[src/rtl/nic_pkg.sv]
// Shared NIC definitions: register map, default packet width and the
// port-arbiter state encoding.
package nic_pkg;

  localparam int unsigned NIC_PACKET_WIDTH = 64;

  localparam logic [1:0] NIC_ADDR_IN_BUF   = 2'b00;
  localparam logic [1:0] NIC_ADDR_IN_STAT  = 2'b01;
  localparam logic [1:0] NIC_ADDR_OUT_BUF  = 2'b10;
  localparam logic [1:0] NIC_ADDR_OUT_STAT = 2'b11;

  typedef enum logic [2:0] {
    ST_IDLE,
    ST_POLL,
    ST_CHK,
    ST_WR,
    ST_RD,
    ST_CAP,
    ST_DONE
  } arb_state_e;

endpackage

[src/rtl/nic_port_arbiter_rr_arbiter.sv]
// Combinational round-robin arbiter: one-hot grant to the first requester
// found searching upward (with wrap) from ptr.
module rr_arbiter #(
  parameter int unsigned N = 2,
  localparam int unsigned PW = (N > 1) ? $clog2(N) : 1
) (
  input  logic [N-1:0]  req,
  input  logic [PW-1:0] ptr,
  output logic [N-1:0]  grant
);

  logic [2*N-1:0] w_dbl;
  logic [2*N-1:0] w_gdbl;
  logic [N-1:0]   w_rot;
  logic [N-1:0]   w_pick;

  // Rotate so ptr sits at bit 0, isolate the lowest set bit, rotate back.
  always_comb begin
    w_dbl  = {req, req} >> ptr;
    w_rot  = w_dbl[N-1:0];
    w_pick = w_rot & (-w_rot);
    w_gdbl = {w_pick, w_pick} << ptr;
    grant  = w_gdbl[2*N-1:N];
  end

endmodule

[src/rtl/nic_port_arbiter.sv]
// Shares one NIC register port among NUM_REQ requesters: round-robin grant,
// status polling with timeout, then a buffer write (send) or read (receive).
module nic_port_arbiter
  import nic_pkg::*;
#(
  parameter int unsigned PACKET_WIDTH = NIC_PACKET_WIDTH,
  parameter int unsigned NUM_REQ      = 2,
  parameter int unsigned MAX_POLL     = 16
) (
  input  logic                            clk,
  input  logic                            reset_n,
  input  logic [NUM_REQ-1:0]              req,
  input  logic [NUM_REQ-1:0]              req_wr,
  input  logic [NUM_REQ*PACKET_WIDTH-1:0] req_wdata,
  output logic [NUM_REQ-1:0]              done,
  output logic                            err,
  output logic [PACKET_WIDTH-1:0]         rdata,
  output logic [1:0]                      addr,
  output logic [PACKET_WIDTH-1:0]         d_in,
  output logic                            nicEn,
  output logic                            nicEnWR,
  input  logic [PACKET_WIDTH-1:0]         d_out
);

  localparam int unsigned PW = (NUM_REQ > 1) ? $clog2(NUM_REQ) : 1;
  localparam int unsigned CW = $clog2(MAX_POLL + 1);
  localparam logic [CW-1:0] CNT_LAST = CW'(MAX_POLL - 1);

  arb_state_e              r_state;
  arb_state_e              w_next;
  logic [PW-1:0]           r_ptr;
  logic [NUM_REQ-1:0]      r_gnt;
  logic [PW-1:0]           r_gidx;
  logic                    r_wr;
  logic [PACKET_WIDTH-1:0] r_wdata;
  logic [CW-1:0]           r_cnt;
  logic                    r_err;
  logic [PACKET_WIDTH-1:0] r_rdata;

  logic [NUM_REQ-1:0]      w_grant;
  logic [PW-1:0]           w_gidx;
  logic                    w_wr_sel;
  logic [PACKET_WIDTH-1:0] w_wdata_sel;
  logic                    w_cnt_inc;
  logic                    w_timeout;

  rr_arbiter #(
    .N(NUM_REQ)
  ) u_rr (
    .req  (req),
    .ptr  (r_ptr),
    .grant(w_grant)
  );

  always_comb begin
    w_gidx      = '0;
    w_wdata_sel = '0;
    for (int unsigned i = 0; i < NUM_REQ; i++) begin
      if (w_grant[i]) begin
        w_gidx      = PW'(i);
        w_wdata_sel = req_wdata[i*PACKET_WIDTH +: PACKET_WIDTH];
      end
    end
    w_wr_sel = |(req_wr & w_grant);
  end

  always_comb begin
    w_next    = r_state;
    w_cnt_inc = 1'b0;
    w_timeout = 1'b0;
    case (r_state)
      ST_IDLE: if (|req) w_next = ST_POLL;
      ST_POLL: w_next = ST_CHK;
      ST_CHK: begin
        if (r_wr && !d_out[0]) begin
          w_next = ST_WR;
        end else if (!r_wr && d_out[0]) begin
          w_next = ST_RD;
        end else if (r_cnt == CNT_LAST) begin
          w_next    = ST_DONE;
          w_timeout = 1'b1;
        end else begin
          w_next    = ST_POLL;
          w_cnt_inc = 1'b1;
        end
      end
      ST_WR:   w_next = ST_DONE;
      ST_RD:   w_next = ST_CAP;
      ST_CAP:  w_next = ST_DONE;
      ST_DONE: w_next = ST_IDLE;
      default: w_next = ST_IDLE;
    endcase
  end

  always_ff @(posedge clk or negedge reset_n) begin
    if (!reset_n) begin
      r_state <= ST_IDLE;
      r_ptr   <= '0;
      r_gnt   <= '0;
      r_gidx  <= '0;
      r_wr    <= 1'b0;
      r_wdata <= '0;
      r_cnt   <= '0;
      r_err   <= 1'b0;
      r_rdata <= '0;
    end else begin
      r_state <= w_next;
      case (r_state)
        ST_IDLE: begin
          if (|req) begin
            r_gnt   <= w_grant;
            r_gidx  <= w_gidx;
            r_wr    <= w_wr_sel;
            r_wdata <= w_wdata_sel;
            r_cnt   <= '0;
            r_err   <= 1'b0;
          end
        end
        ST_CHK: begin
          if (w_cnt_inc) r_cnt <= r_cnt + CW'(1);
          r_err <= w_timeout;
        end
        ST_CAP:  r_rdata <= d_out;
        ST_DONE: r_ptr <= (r_gidx == PW'(NUM_REQ - 1)) ? '0 : r_gidx + PW'(1);
        default: ;
      endcase
    end
  end

  // NIC strobes come only from registered state, never from req or d_out.
  always_comb begin
    nicEn   = 1'b0;
    nicEnWR = 1'b0;
    addr    = NIC_ADDR_IN_BUF;
    d_in    = '0;
    case (r_state)
      ST_POLL: begin
        nicEn = 1'b1;
        addr  = r_wr ? NIC_ADDR_OUT_STAT : NIC_ADDR_IN_STAT;
      end
      ST_WR: begin
        nicEn   = 1'b1;
        nicEnWR = 1'b1;
        addr    = NIC_ADDR_OUT_BUF;
        d_in    = r_wdata;
      end
      ST_RD: begin
        nicEn = 1'b1;
        addr  = NIC_ADDR_IN_BUF;
      end
      default: ;
    endcase
  end

  assign done  = (r_state == ST_DONE) ? r_gnt : '0;
  assign err   = (r_state == ST_DONE) & r_err;
  assign rdata = r_rdata;

endmodule

[config.mk]
export PLATFORM = sky130hd
export DESIGN_NAME = nic_port_arbiter
export DESIGN_NICKNAME = d
export VERILOG_FILES = /design/src/rtl/nic_pkg.sv /design/src/rtl/nic_port_arbiter_rr_arbiter.sv /design/src/rtl/nic_port_arbiter.sv
export SDC_FILE = /design/constraint.sdc
export NUM_CORES = 1
export LEC_CHECK = 0
export CAP_MARGIN = 20
export CORE_UTILIZATION = 40
export CTS_CLUSTER_SIZE = 30
export DETAILED_ROUTE_END_ITERATION = 8
export PLACE_DENSITY = 0.81
export RECOVER_POWER = 100
export SYNTH_ARGS = -nofsm -noshare
export SYNTH_HDL_FRONTEND = slang
export SYNTH_SLANG_ARGS = --single-unit
[constraint.sdc]
create_clock -name clk -period 2.7 [get_ports clk]
set_input_delay 0.675 -clock clk [delete_from_list [all_inputs] [get_ports clk]]
set_output_delay 0.675 -clock clk [all_outputs]
set_load 0.05 [all_outputs]
Word level (Yosys, flattened, before mapping)
Index checks and enable logic that the tools add are counted.
{"block": "totals", "wordCells": 66, "reg_bits": 142, "inputBits": 198, "out_inout_bits": 135}
{"block": "classes", "reduce_logical": 13, "n_eq_ne": 9, "n_shift": 2, "n_mux": 27, "addsub": 3, "n_bitwise": 3}
{"op": "$mux 64", "count": 3}
{"op": "$pmux 3 s5", "count": 1}
{"op": "$mux 1", "count": 12}
{"op": "$mux 3", "count": 4}
{"op": "$mux 5", "count": 2}
{"op": "$pmux 5 s2", "count": 1}
{"op": "$eq 3x3->1 const B", "count": 3}
{"op": "$eq 3x2->1 const B", "count": 2}
{"op": "$reduce_or 2->1", "count": 3}
{"op": "$add 5x1->5 const B", "count": 1}
{"op": "$eq 5x4->1 const B", "count": 1}
{"op": "$and 2x2->2", "count": 2}
{"op": "$mux 2", "count": 2}
{"op": "$ne 2x2->1 const B", "count": 2}
{"op": "$pmux 2 s2", "count": 1}
{"op": "$reduce_and 2->1", "count": 2}
{"op": "$shl 4x1->4", "count": 1}
{"op": "$shr 4x1->2", "count": 1}
{"op": "$eq 3x1->1 const B", "count": 1}
{"op": "$logic_not 3->1", "count": 1}
{"op": "$reduce_and 3->1", "count": 1}
{"op": "$reduce_or 3->1", "count": 1}
{"op": "$logic_and 1x1->1", "count": 2}
{"op": "$logic_not 1->1", "count": 2}
{"op": "other kinds (5)", "count": 5}

Logic depth before layout (Yosys ltp)
{"block": "depth", "ltp_word": 7, "ltp_mapped": 7, "ltp_nobuf": 6}

Hierarchy
From an unflattened synthesis, not the netlist that was laid out.
{"block": "hier_totals", "cells_unflattened": 522, "hier_area_um2": 6666.4}
{"mod": "nic_port_arbiter", "area_each_um2": 6647.6, "cells_per_inst": 519, "instances": 1}
{"mod": "rr_arbiter", "area_each_um2": 18.8, "cells_per_inst": 3, "instances": 1}

Worst setup path before layout
No wires, ideal clock.
{"block": "synth_timing", "kind": "reg-to-output", "from": "reg r_state[2]", "to": "out d_in[54]", "required_ns": 2.025, "setup_slack_ns": 0.217, "stages_incl_launch_ff": 5, "arrival_time_ns": 1.808, "cell_sequence": "dfrtp_1 > nand2b_1 > nor2_1 > clkbuf_1 > and2_1"}
{"block": "synth_via", "elab_chain_cells": 2}
{"element": "start: declaration", "line_no": "nic_port_arbiter.sv:29", "source": "arb_state_e r_state;"}
{"element": "start signal: assignment", "line_no": "nic_port_arbiter.sv:107", "source": "r_state <= w_next;"}
{"element": "$eq 3x2->1", "line_no": "nic_port_arbiter.sv:136", "source": "case (r_state)"}
{"element": "$mux 64", "line_no": "nic_port_arbiter.sv:136"}
{"element": "end: declaration", "line_no": "nic_port_arbiter.sv:19", "source": "output logic [PACKET_WIDTH-1:0] d_in,"}
Every way passes these cells.

Worst setup path in the final report
{"block": "layout_timing", "from": "reg r_state[0]", "to": "out d_in[24]"}
The elaborated chain is that of the path after synthesis.

==> results.txt <==
The run finished with clean final reports. Dividing the detail-routed wire length by the instance count gives 19.9 um. The final route contains 5,606 vias. The area overhead of the layout relative to synthesis works out to 75.3%.

The initial antenna violation count was 2; the total of flip-flops plus latches after synthesis was 141. After technology mapping, the gate count stands at 506. Once layout is done, the placed cells without fillers occupy 11,200 um2.

The share of Yosys cell area claimed by the top area cell type is 0.553, and the detailed placement HPWL is 15.4 mm. Yosys mapped the design onto 37 distinct sky130hd cell types. Derived from the worst setup path, the maximum achievable clock frequency is 0.385 GHz. The initial core utilization was 0.415.

For the number of sinks on the clock net, the log shows 141. STA classifies the critical path startpoint as a flip-flop. The design draws 13.4 mW.

TritonCTS built the clock tree. Averaged over all synthesized cells, the footprint is 12.6 um2. Sorting the synthesized cells by area gives the leading types as sky130_fd_sc_hd__dfrtp_1, sky130_fd_sc_hd__mux2_2, sky130_fd_sc_hd__a221o_1. The first routing iteration left 235 violations. The count of endpoints failing hold in the final timing report was 0.

The detail route stage leaves a number of antenna-violating nets equal to 0. The H-tree was split into 4 levels. The run gives 0 as the final max-slew violation count.

The number of fill cells in the layout came out at 1,042. The first global-routing pass estimated 31.6 mm of wire. The tools report the overall global routing resource usage as 0.252. After clock tree synthesis, the clock-pin slew on the worst setup and hold paths is 60 ps. Setup repair after global routing could not meet its margin everywhere. The count of flip-flops with a built-in enable after synthesis came out at 0. The tools report the buffer count from post-CTS setup fixing as 0. Ratio of routed vias to standard cells: 5.33. The critical path is of the flip-flop to primary output type. The share of post-route cells with drive strength above 1 is 0.228. The number of placed instances, taps included, is 1,016. Site row count: 45.

The tightest min-delay check is of the flip-flop to flip-flop type. The total detailed-routing wirelength was 20.9 mm. The synthesized design spends more area on one cell type than any other, namely sky130_fd_sc_hd__dfrtp_1.

The first detailed-routing pass ran for 4 iterations. Prior to clock tree synthesis, the placed netlist has a worst setup slack of 385 ps. For the remaining design rule violation count, the log shows 0.

Setup violations remaining at the end of the flow were counted as 0. The normalized max-slew margin came out at 0.0366. The analysis attributes to cell leakage a power of 4.69 nW. The data required time at the worst endpoint came out at 2030 ps. The vertical extent of the die is 128 um, and the latest clock arrival within the worst-skew pair is 400 ps.

The maximum clock insertion buffer count was 2. The floorplan step defined a die boundary enclosing 16,500 um2. From left edge to right edge, the die measures 128 um. The most frequently used flop master after synthesis was sky130_fd_sc_hd__dfrtp_1. The peak ir drop on the vdd network came out at 643 uV. The synthesized netlist occupies a cell area of 6390 um2.

The run gives 10,600 um2 as the instance area after placement. The Yosys warning count was 0. Number of clock buffers inserted by TritonCTS: 17. Along the worst path, the maximum fanout reaches 32. Global routing finished with a remaining overflow of 0. The proportion of register bits with asynchronous set or reset after synthesis is 1.00. The region available for standard cell placement spans 15,400 um2.

The run gives 333 as the I/O pin count. Synthesis produced a netlist with a net count of 706. The tools report the fraction of the yosys area taken by sequential cells as 0.553. The type of destination of the critical path is a primary output. For this design the ratio of total power to cell area is 1190 nW/um2.

For the setup skew after layout, the log shows 8.46 ps. The share of the cycle needed by the critical path after routing works out to 0.962. At the worst endpoint, the arrival time is 1920 ps. The post-route minimum period is 2600 ps. The CTS root buffer was sky130_fd_sc_hd__clkbuf_16. The actual transition at the worst max-transition pin is 1450 ps. At the end of routability-driven placement, the weighted congestion stood at 0.825. The tools report the via count of the first global-routing pass as 5,939. For the pin count of the biggest net entering global routing, the log shows 65. In the final design database the tool counted 1,025 nets. Input and output buffers added on the ports amount to 332. Once layout is complete, the cells apart from fillers number 1,051. The final worst slack came out at 103 ps. Max-cap violations in this run came to 0.
## repair_timing
item                                    in CTS  in global routing
endpoints found under the setup margin      62                 17
gates cloned                                 0                  1
gates resized for setup                      2                  0
hold buffers                                 0                  0
## synth_stat cells (2+ instances only)
cell / n
sky130_fd_sc_hd__nand2_1: 4
sky130_fd_sc_hd__o22ai_1: 2
sky130_fd_sc_hd__nand2b_1: 3
sky130_fd_sc_hd__or2_2: 2
sky130_fd_sc_hd__and3_1: 6
sky130_fd_sc_hd__nand3_1: 2
sky130_fd_sc_hd__a221o_1: 65
sky130_fd_sc_hd__o31ai_1: 2
sky130_fd_sc_hd__o21ai_0: 2
sky130_fd_sc_hd__clkbuf_1: 25
sky130_fd_sc_hd__buf_4: 2
sky130_fd_sc_hd__a21oi_1: 3
sky130_fd_sc_hd__or4_1: 2
sky130_fd_sc_hd__ha_1: 2
sky130_fd_sc_hd__nor2_1: 7
sky130_fd_sc_hd__nor2b_1: 2
sky130_fd_sc_hd__and2_1: 64
sky130_fd_sc_hd__buf_2: 18
sky130_fd_sc_hd__a21o_1: 2
sky130_fd_sc_hd__inv_1: 6
sky130_fd_sc_hd__a21boi_0: 66
sky130_fd_sc_hd__mux2_2: 64
sky130_fd_sc_hd__dfrtp_1: 141
## registers in the layout (all words and copies together), names as in the netlist
name     count
r_state      3
r_wdata     64
r_ptr        1
r_err        1
r_wr         1
rdata       64
r_cnt        5
r_gnt        2
## area by class of cell
cell class | instances | area, um2 | area share
Clock inverter | 13 | 211 | 0.0189
Tap cell | 211 | 264 | 0.0236
Clock buffer | 19 | 443 | 0.0396
Multi-Input combinational cell | 313 | 2650 | 0.236
Sequential cell | 141 | 3530 | 0.315
Antenna cell | 2 | 5.00 | 0.000447
Inverter | 6 | 22.5 | 0.00201
Timing Repair Buffer | 346 | 4070 | 0.364
## through the flow
step | hold slack, ps | TNS (ps) | util
floorplan | 379 | 0 | -
global placement | 453 | 0 | 0.688
detailed placement | 491 | 0 | 0.688
CTS | 246 | 0 | 0.731
global route | 509 | -3.67 | 0.728
finish | 495 | 0 | 0.728
## worst max-delay path, stage by stage, from the launching register on
cell	delay [ps]
sky130_fd_sc_hd__dfrtp_2	470
sky130_fd_sc_hd__nand2b_1	180
sky130_fd_sc_hd__nor2_4	240
sky130_fd_sc_hd__buf_12	220
sky130_fd_sc_hd__and2_1	230
sky130_fd_sc_hd__buf_12	160
## worst paths after layout
path | startpoint | endpoint | slack (ps) | depth (start not counted)
setup / recovery | r_state[0] | d_in[24] | 100 | 5
hold / removal | r_gnt[1] | r_gnt[1] | 500 | 1
setup reg to reg | r_state[2] | r_wdata[43] | 190 | 6
hold reg to reg | r_gnt[1] | r_gnt[1] | 500 | 1
max in group asynchronous | reset_n | r_wdata[46] | 520 | 2
min in group asynchronous | reset_n | r_wdata[6] | 600 | 1
## logic make-up (layout without fill, tap and decap cells)
group | Yosys count | in the layout | share of synthesized area
buffers and inverters | 52 | 384 | 0.0364
and+or+nand+nor | 96 | 96 | 0.0923
adders and majority gates | 2 | 2 | 0.00392
DFF | 141 | 141 | 0.553
xor gates and xnor gates | 1 | 1 | 0.00137
muxes | 65 | 65 | 0.114
other | 0 | 2 | 0
AOI/OAI and AO/OA | 149 | 149 | 0.199
## per-layer routing
layer  vias to the layer above  global-route usage  part of all wire
met4                         0               0.129             0.036
met5                         -                   0                 0
li1                       2521                   -                 -
met3                        51               0.100              0.11
met2                       318               0.431              0.51
met1                      2716               0.270              0.35
## where the power goes
part	internal [mW]	switching [mW]	total [mW]	leakage (nW)
clock	1.67	0.899	2.57	0.318
sequential	3.15	0.558	3.70	1.70
combinational	2.91	4.17	7.08	2.67
total	7.73	5.63	13.4	4.69
## placed cells by master (no fill, tap or decap), types with 3 or more instances in the layout
cell                              instances
sky130_fd_sc_hd__clkdlybuf4s50_1        195
sky130_fd_sc_hd__dfrtp_1                139
sky130_fd_sc_hd__a21boi_0                67
sky130_fd_sc_hd__buf_12                  67
sky130_fd_sc_hd__a221o_1                 65
sky130_fd_sc_hd__dlygate4sd3_1           65
sky130_fd_sc_hd__and2_1                  64
sky130_fd_sc_hd__mux2_2                  64
sky130_fd_sc_hd__clkbuf_16               18
sky130_fd_sc_hd__clkbuf_2                11
sky130_fd_sc_hd__inv_1                    6
sky130_fd_sc_hd__nor2_1                   6
sky130_fd_sc_hd__bufinv_16                5
sky130_fd_sc_hd__and3_1                   4
sky130_fd_sc_hd__nand2_1                  4
sky130_fd_sc_hd__buf_4                    4
sky130_fd_sc_hd__nand2b_1                 3
sky130_fd_sc_hd__a21oi_1                  3
sky130_fd_sc_hd__clkinv_4                 3
Power figures use the tool's default switching activity.
